File: src/rtl/lcd_pkg.sv
// lcd_pkg: shared definitions for the LCD SPI receiver.
//   COORD_W      coordinate width (9 bits, panels up to 512 pixels)
//   CMD_*        display command codes recognised by the decoder
//   dec_state_t  decoder state encoding
package lcd_pkg;

  localparam int COORD_W = 9;

  localparam logic [7:0] CMD_CASET = 8'h2A;
  localparam logic [7:0] CMD_RASET = 8'h2B;
  localparam logic [7:0] CMD_RAMWR = 8'h2C;

  typedef logic [COORD_W-1:0] coord_t;

  typedef enum logic [1:0] {
    ST_IDLE  = 2'd0,
    ST_CASET = 2'd1,
    ST_RASET = 2'd2,
    ST_RAMWR = 2'd3
  } dec_state_t;

endpackage

File: src/rtl/lcd_spi_rx_shift.sv
// lcd_spi_rx_shift: synchroniser plus byte deserialiser for the LCD SPI link.
// Ports:
//   sys_clk_50MHz, sys_rst_n  system clock, async active-low reset
//   cs, dc, sclk, mosi        raw SPI pins (asynchronous to sys_clk_50MHz)
//   rx_data, rx_valid         registered word {dc, byte} and its strobe
//   rx_err                    strobe: cs rose with a partial byte pending
//   byte_done, byte_word      same-cycle precursor of rx_valid/rx_data, so
//                             downstream registers can update together
//                             with rx_valid
//   cs_rise                   synchronised cs rising edge
module lcd_spi_rx_shift (
  input  logic       sys_clk_50MHz,
  input  logic       sys_rst_n,
  input  logic       cs,
  input  logic       dc,
  input  logic       sclk,
  input  logic       mosi,
  output logic [8:0] rx_data,
  output logic       rx_valid,
  output logic       rx_err,
  output logic       byte_done,
  output logic [8:0] byte_word,
  output logic       cs_rise
);

  logic [1:0] cs_sync, dc_sync, sclk_sync, mosi_sync;
  logic       cs_d, sclk_d;
  logic [2:0] bit_cnt;
  logic [6:0] shreg;
  logic       cs_active, sclk_rise, err_now;

  // cs synchroniser resets high (deselected) so release of reset never
  // looks like a cs edge.
  always_ff @(posedge sys_clk_50MHz or negedge sys_rst_n) begin
    if (!sys_rst_n) begin
      cs_sync   <= 2'b11;
      dc_sync   <= 2'b00;
      sclk_sync <= 2'b00;
      mosi_sync <= 2'b00;
      cs_d      <= 1'b1;
      sclk_d    <= 1'b0;
    end else begin
      cs_sync   <= {cs_sync[0], cs};
      dc_sync   <= {dc_sync[0], dc};
      sclk_sync <= {sclk_sync[0], sclk};
      mosi_sync <= {mosi_sync[0], mosi};
      cs_d      <= cs_sync[1];
      sclk_d    <= sclk_sync[1];
    end
  end

  always_comb begin
    cs_active = ~cs_sync[1];
    sclk_rise = sclk_sync[1] & ~sclk_d;
    cs_rise   = cs_sync[1] & ~cs_d;
    byte_done = cs_active & sclk_rise & (bit_cnt == 3'd7);
    byte_word = {dc_sync[1], shreg, mosi_sync[1]};
    err_now   = cs_rise & (bit_cnt != 3'd0);
  end

  always_ff @(posedge sys_clk_50MHz or negedge sys_rst_n) begin
    if (!sys_rst_n) begin
      bit_cnt  <= 3'd0;
      shreg    <= 7'd0;
      rx_data  <= 9'd0;
      rx_valid <= 1'b0;
      rx_err   <= 1'b0;
    end else begin
      rx_valid <= byte_done;
      rx_err   <= err_now;
      if (byte_done) begin
        rx_data <= byte_word;
      end
      if (!cs_active) begin
        bit_cnt <= 3'd0;
      end else if (sclk_rise) begin
        // 3-bit counter wraps to 0 on the 8th bit
        shreg   <= {shreg[5:0], mosi_sync[1]};
        bit_cnt <= bit_cnt + 3'd1;
      end
    end
  end

endmodule

File: src/rtl/lcd_spi_rx.sv
// lcd_spi_rx: LCD SPI receiver with optional command/pixel decoder.
// Build option: define LCD_SPI_RX_CMD_DECODE_EN to build the CASET/RASET/RAMWR
// decoder; otherwise only the deserialiser exists and pix_* are tied to 0.
// Ports:
//   sys_clk_50MHz, sys_rst_n  system clock, async active-low reset
//   cs, dc, sclk, mosi        SPI pins
//   rx_data, rx_valid, rx_err received word {dc, byte}, strobes
//   pix_x, pix_y, pix_data    address and RGB565 value of an emitted pixel
//   pix_valid                 one-cycle pixel strobe (same cycle as rx_valid)
//
// Decoder states:
//   state    | meaning
//   ST_IDLE  | no active command; data bytes ignored
//   ST_CASET | collecting 4 column-window bytes
//   ST_RASET | collecting 4 row-window bytes
//   ST_RAMWR | pairing bytes into pixels, advancing address
module lcd_spi_rx
  import lcd_pkg::*;
#(
  parameter int H_RES = 240,
  parameter int V_RES = 240
) (
  input  logic         sys_clk_50MHz,
  input  logic         sys_rst_n,
  input  logic         cs,
  input  logic         dc,
  input  logic         sclk,
  input  logic         mosi,
  output logic [8:0]   rx_data,
  output logic         rx_valid,
  output logic         rx_err,
  output logic [8:0]   pix_x,
  output logic [8:0]   pix_y,
  output logic [15:0]  pix_data,
  output logic         pix_valid
);

  logic       byte_done;
  logic [8:0] byte_word;
  logic       cs_rise;

  lcd_spi_rx_shift u_shift (
    .sys_clk_50MHz (sys_clk_50MHz),
    .sys_rst_n     (sys_rst_n),
    .cs            (cs),
    .dc            (dc),
    .sclk          (sclk),
    .mosi          (mosi),
    .rx_data       (rx_data),
    .rx_valid      (rx_valid),
    .rx_err        (rx_err),
    .byte_done     (byte_done),
    .byte_word     (byte_word),
    .cs_rise       (cs_rise)
  );

`ifdef LCD_SPI_RX_CMD_DECODE_EN

  dec_state_t state_q, state_d;
  coord_t     x_start, x_end, y_start, y_end;
  coord_t     cur_x, cur_y;
  coord_t     win_start_tmp;
  logic       win_end_hi;
  logic [1:0] win_idx;
  logic       pix_phase;
  logic [7:0] pix_hi;
  logic       is_data;
  logic [7:0] rx_byte;

  assign is_data = byte_word[8];
  assign rx_byte = byte_word[7:0];

  always_ff @(posedge sys_clk_50MHz or negedge sys_rst_n) begin
    if (!sys_rst_n) state_q <= ST_IDLE;
    else            state_q <= state_d;
  end

  always_comb begin
    state_d = state_q;
    if (byte_done) begin
      if (!is_data) begin
        case (rx_byte)
          CMD_CASET: state_d = ST_CASET;
          CMD_RASET: state_d = ST_RASET;
          CMD_RAMWR: state_d = ST_RAMWR;
          default:   state_d = ST_IDLE;
        endcase
      end else if ((state_q == ST_CASET || state_q == ST_RASET) &&
                   win_idx == 2'd3) begin
        state_d = ST_IDLE;
      end
    end
  end

  always_ff @(posedge sys_clk_50MHz or negedge sys_rst_n) begin
    if (!sys_rst_n) begin
      x_start       <= '0;
      x_end         <= coord_t'(H_RES - 1);
      y_start       <= '0;
      y_end         <= coord_t'(V_RES - 1);
      cur_x         <= '0;
      cur_y         <= '0;
      win_start_tmp <= '0;
      win_end_hi    <= 1'b0;
      win_idx       <= 2'd0;
      pix_phase     <= 1'b0;
      pix_hi        <= 8'd0;
      pix_x         <= '0;
      pix_y         <= '0;
      pix_data      <= 16'd0;
      pix_valid     <= 1'b0;
    end else begin
      pix_valid <= 1'b0;
      if (byte_done) begin
        if (!is_data) begin
          // any command aborts a window load or a half-received pixel
          win_idx   <= 2'd0;
          pix_phase <= 1'b0;
          if (rx_byte == CMD_RAMWR) begin
            cur_x <= x_start;
            cur_y <= y_start;
            pix_x <= x_start;
            pix_y <= y_start;
          end
        end else begin
          case (state_q)
            ST_CASET, ST_RASET: begin
              win_idx <= win_idx + 2'd1;
              case (win_idx)
                2'd0: win_start_tmp[8]   <= rx_byte[0];
                2'd1: win_start_tmp[7:0] <= rx_byte;
                2'd2: win_end_hi         <= rx_byte[0];
                default: begin
                  // start and end commit together on the last byte
                  if (state_q == ST_CASET) begin
                    x_start <= win_start_tmp;
                    x_end   <= {win_end_hi, rx_byte};
                  end else begin
                    y_start <= win_start_tmp;
                    y_end   <= {win_end_hi, rx_byte};
                  end
                end
              endcase
            end
            ST_RAMWR: begin
              if (!pix_phase) begin
                pix_hi    <= rx_byte;
                pix_phase <= 1'b1;
              end else begin
                pix_phase <= 1'b0;
                pix_data  <= {pix_hi, rx_byte};
                pix_x     <= cur_x;
                pix_y     <= cur_y;
                pix_valid <= 1'b1;
                // counters wrap mod 512 so a start > end window still
                // reaches end eventually
                if (cur_x == x_end) begin
                  cur_x <= x_start;
                  cur_y <= (cur_y == y_end) ? y_start : cur_y + 9'd1;
                end else begin
                  cur_x <= cur_x + 9'd1;
                end
              end
            end
            default: ;
          endcase
        end
      end else if (cs_rise) begin
        pix_phase <= 1'b0;
      end
    end
  end

`else

  logic decode_unused;
  assign decode_unused = ^{byte_done, byte_word, cs_rise,
                           9'(H_RES), 9'(V_RES)};

  assign pix_x     = '0;
  assign pix_y     = '0;
  assign pix_data  = '0;
  assign pix_valid = 1'b0;

`endif

endmodule
File: config.mk
export PLATFORM = sky130hd
export DESIGN_NAME = lcd_spi_rx
export DESIGN_NICKNAME = d
export VERILOG_FILES = /design/src/rtl/lcd_pkg.sv /design/src/rtl/lcd_spi_rx_shift.sv /design/src/rtl/lcd_spi_rx.sv
export SDC_FILE = /design/constraint.sdc
export NUM_CORES = 1
export LEC_CHECK = 0
export CORE_MARGIN = 2
export CORE_UTILIZATION = 46
export DETAILED_ROUTE_END_ITERATION = 10
export GPL_TIMING_DRIVEN = 0
export PLACE_DENSITY = 0.83
export RECOVER_POWER = 25
export SLEW_MARGIN = 20
export SYNTH_ARGS = -nofsm -noshare
export SYNTH_HDL_FRONTEND = slang
export SYNTH_SLANG_ARGS = --single-unit
export TNS_END_PERCENT = 5
File: constraint.sdc
create_clock -name sys_clk_50MHz -period 4.4 [get_ports sys_clk_50MHz]
set_clock_uncertainty 0.2 [all_clocks]
set_input_delay 0.44 -clock sys_clk_50MHz [delete_from_list [all_inputs] [get_ports sys_clk_50MHz]]
set_output_delay 0.44 -clock sys_clk_50MHz [all_outputs]
set_load 0.01 [all_outputs]
==> flow_summary.toml <==
[critical_path]
reg2reg_depth = 5
rrSetupSlack_ns = 2.68
crit_slowest_cell = "clkbuf_1"
crit_chain = "dlygate4sd3_1 > clkbuf_1"
critPathMaxFanout = 31
worstSetupPathType = "in -> async"
cp.arrival_ns = 2.09
cp.depth = 2
cp.required_ns = 4.37
critPathTopFamily = "buffers and inverters"
r2r-end = "u_shift.rx_data[1]"
critPathMaxStageDelay_ns = 1.13
critPathCaptureType = "asynchronous set/reset pin"
start_kind = "input pin"
critPathBufInv = 2
r2r-start = "u_shift.sclk_d"

[die]
num_io_pins = 52
die_y_um = 58.8
die_area_um2 = 3450
start_util_pct = 49.2
die_w_um = 58.8
fp.coreArea_um2 = 2810
rows = 19

[grt]
grt_pass1_wl_mm = 2.93
antenna_found_initial = 0
gr-usage-all-layers_pct = 12.1
grt_overflow = 0
grt_pass1_vias = 679
grt_max_degree = 32

[place]
gp_congestion = 0.649
portBuffers = 16
place_area_um2 = 1700
post-dp-hpwl_mm = 1.42
placedCellCount = 182

[drt]
finalWirelength_mm = 1.87
route.detailed.drc = 7
met2WireLength_um = 958
wl_per_cell_um = 9.79
dr.pass1.iters = 9
avgViaCountPerCell = 3.99
ant_nets = 0
num_vias = 763
top_layer_used = "met4"
wl_met3_um = 215
routedLengthMet1_um = 651
drt-initial-drc-count = 12

[final_layout]
final_cell_area_um2 = 1790
drive_gt1_share_pct = 40.6
layout_common_cells = "buf_4 (35), conb_1 (35), dfrtp_1 (28)"
antenna_cells = 0
final_core_util_pct = 63.8
final_nets = 168
nFillCells = 225
syn_to_final_growth_pct = 29.6
multi_input_area_um2 = 435
finalNonFillerCells = 191
ff_latch_area_um2 = 779

[synthesis]
synthTopCellsByArea = "dfrtp_1 (51%), buf_4 (19%), mux2_2 (13%), dfstp_2 (5.7%), ha_1 (2.7%)"
syn_area_um2 = 1380
synth-seq-cells = 31
synth_cell_type_count = 16
syn_avg_cell_area_um2 = 13.7
yosys.area.top_type = "dfrtp_1"
ys_warn_count = 0
synthCells = 101
netlist.area_leader.share_pct = 50.8
ys_seq_area_share_pct = 56.5

[power_and_ir_drop]
p_per_area_nw_per_um2 = 362
irDropWorstVdd_mv = 0.245
totalPowerFinal_mw = 0.648
leakage_nw = 0.959

[status]
failed_checks = "design-rule violations, max-capacitance violations, max-slew violations"
status = "finished with violations"

[timing]
final-setup-viol-count = 0
max_slew_margin_pct = -4.05
finalCritPeriodShare_pct = 48.3
final_hold_viol_count = 0
fmax_mhz = 470
tightestPinTransition_ns = 1.56
rsz0062_at_grt = "false"
slew_viol_final = 32
setup-tns-final_ns = 0
post-route-min-period_ns = 2.13

[clock_tree]
clock_latency_ns = 0.33
clock_sink_count = 31
ctsResizeCount = 0
cts_inserted_buffers = 5
cts_setup_buffers = 0
clk_pin_slew_worst_paths_ns = 0.09
clock_path_buffers = 2
cts_tree = "done"
cts_hold_buffers = 1
root_buffer = "clkbuf_4"
h-tree-depth = 2

[hold_path]
hold_end = "u_shift.dc_sync[1]"
hp-class = "reg -> reg"
holdPathStages = 0
hp-start = "u_shift.dc_sync[0]"

[run]
drv_cap = 1
==> flip-flops by register name (all words and copies together), names as in the netlist <==
signal	count
u_shift.bit_cnt	3
u_shift.cs_d	1
u_shift.cs_sync	2
u_shift.dc_sync	2
u_shift.mosi_sync	2
u_shift.rx_data	9
u_shift.rx_err	1
u_shift.rx_valid	1
u_shift.sclk_d	1
u_shift.sclk_sync	2
u_shift.shreg	7
==> power breakdown <==
| part | switching, mW | internal, mW | leakage, nW | total (mW) |
|---|---|---|---|---|
| Sequential | 0.0200 | 0.318 | 0.394 | 0.338 |
| Combinational | 0.0338 | 0.0477 | 0.517 | 0.0815 |
| Clock | 0.0945 | 0.134 | 0.0482 | 0.229 |
| Total | 0.148 | 0.500 | 0.959 | 0.648 |
==> worst max path at each step <==
stage                       start            endpoint  slack, ns
3_3_place_gp            sys_rst_n    u_shift.rx_valid       2.26
4_1_cts        u_shift.rx_data[6]          rx_data[6]       2.50
3_5_place_dp   u_shift.bit_cnt[1]  u_shift.rx_data[8]       2.70
2_1_floorplan  u_shift.bit_cnt[0]  u_shift.rx_data[0]       2.84
5_1_grt                 sys_rst_n  u_shift.rx_data[8]       1.91
6_report                sys_rst_n  u_shift.dc_sync[0]       2.27
==> through the flow <==
stage / setup WS [ns] / hold slack, ns
after CTS: 2.50 / 0.148
final: 2.27 / 0.148
after detailed placement: 2.70 / 0.136
after global routing: 1.91 / 0.164
after floorplan: 2.84 / -0.0556
after global placement: 2.26 / 0.132
==> worst reg2reg max path: cells and delay by family (launching register included) <==
family | cells | cell delay (ns)
simple gates | 2 | 0.34
buf+inv | 2 | 0.36
mux | 1 | 0.34
flops | 1 | 0.36
==> cells by family (layout without fill, tap and decap cells) <==
kind of cell / after synthesis / in the layout / share of synthesized area, %
simple gates: 8 / 8 / 4.17
mux: 18 / 18 / 14.5
flops: 31 / 31 / 56.5
other cells: 1 / 35 / 0.272
fa+ha+maj: 3 / 3 / 2.72
buf+inv: 39 / 64 / 21.2
xor+xnor: 1 / 1 / 0.635
==> cell type report <==
type / instances / share of cell area, %
plain buffers: 37 / 15.5
clock inverters: 2 / 1.96
well taps: 31 / 2.17
multi-input cells: 65 / 24.3
repair buffers: 17 / 9.16
inverters: 2 / 0.420
clock buffers: 6 / 2.87
flip-flops and latches: 31 / 43.6
==> cell usage after synthesis <==
| cell type | count |
|---|---|
| buf_6 | 2 |
| nor3b_2 | 1 |
| nor3b_1 | 1 |
| nor2b_1 | 1 |
| nor2_1 | 3 |
| buf_4 | 35 |
| dfrtp_1 | 28 |
| xnor2_1 | 1 |
| ha_1 | 3 |
| inv_1 | 2 |
| mux2_2 | 16 |
| conb_1 | 1 |
| nor2_2 | 1 |
| mux2i_1 | 2 |
| dfstp_2 | 3 |
| nand2b_4 | 1 |
==> layer usage <==
metal,global-route usage (%),vias up
met5,0,-
met4,6.82,0
met3,6.59,5
met2,20.3,41
met1,11.7,346
li1,-,371
Power figures use the tool's default switching activity.
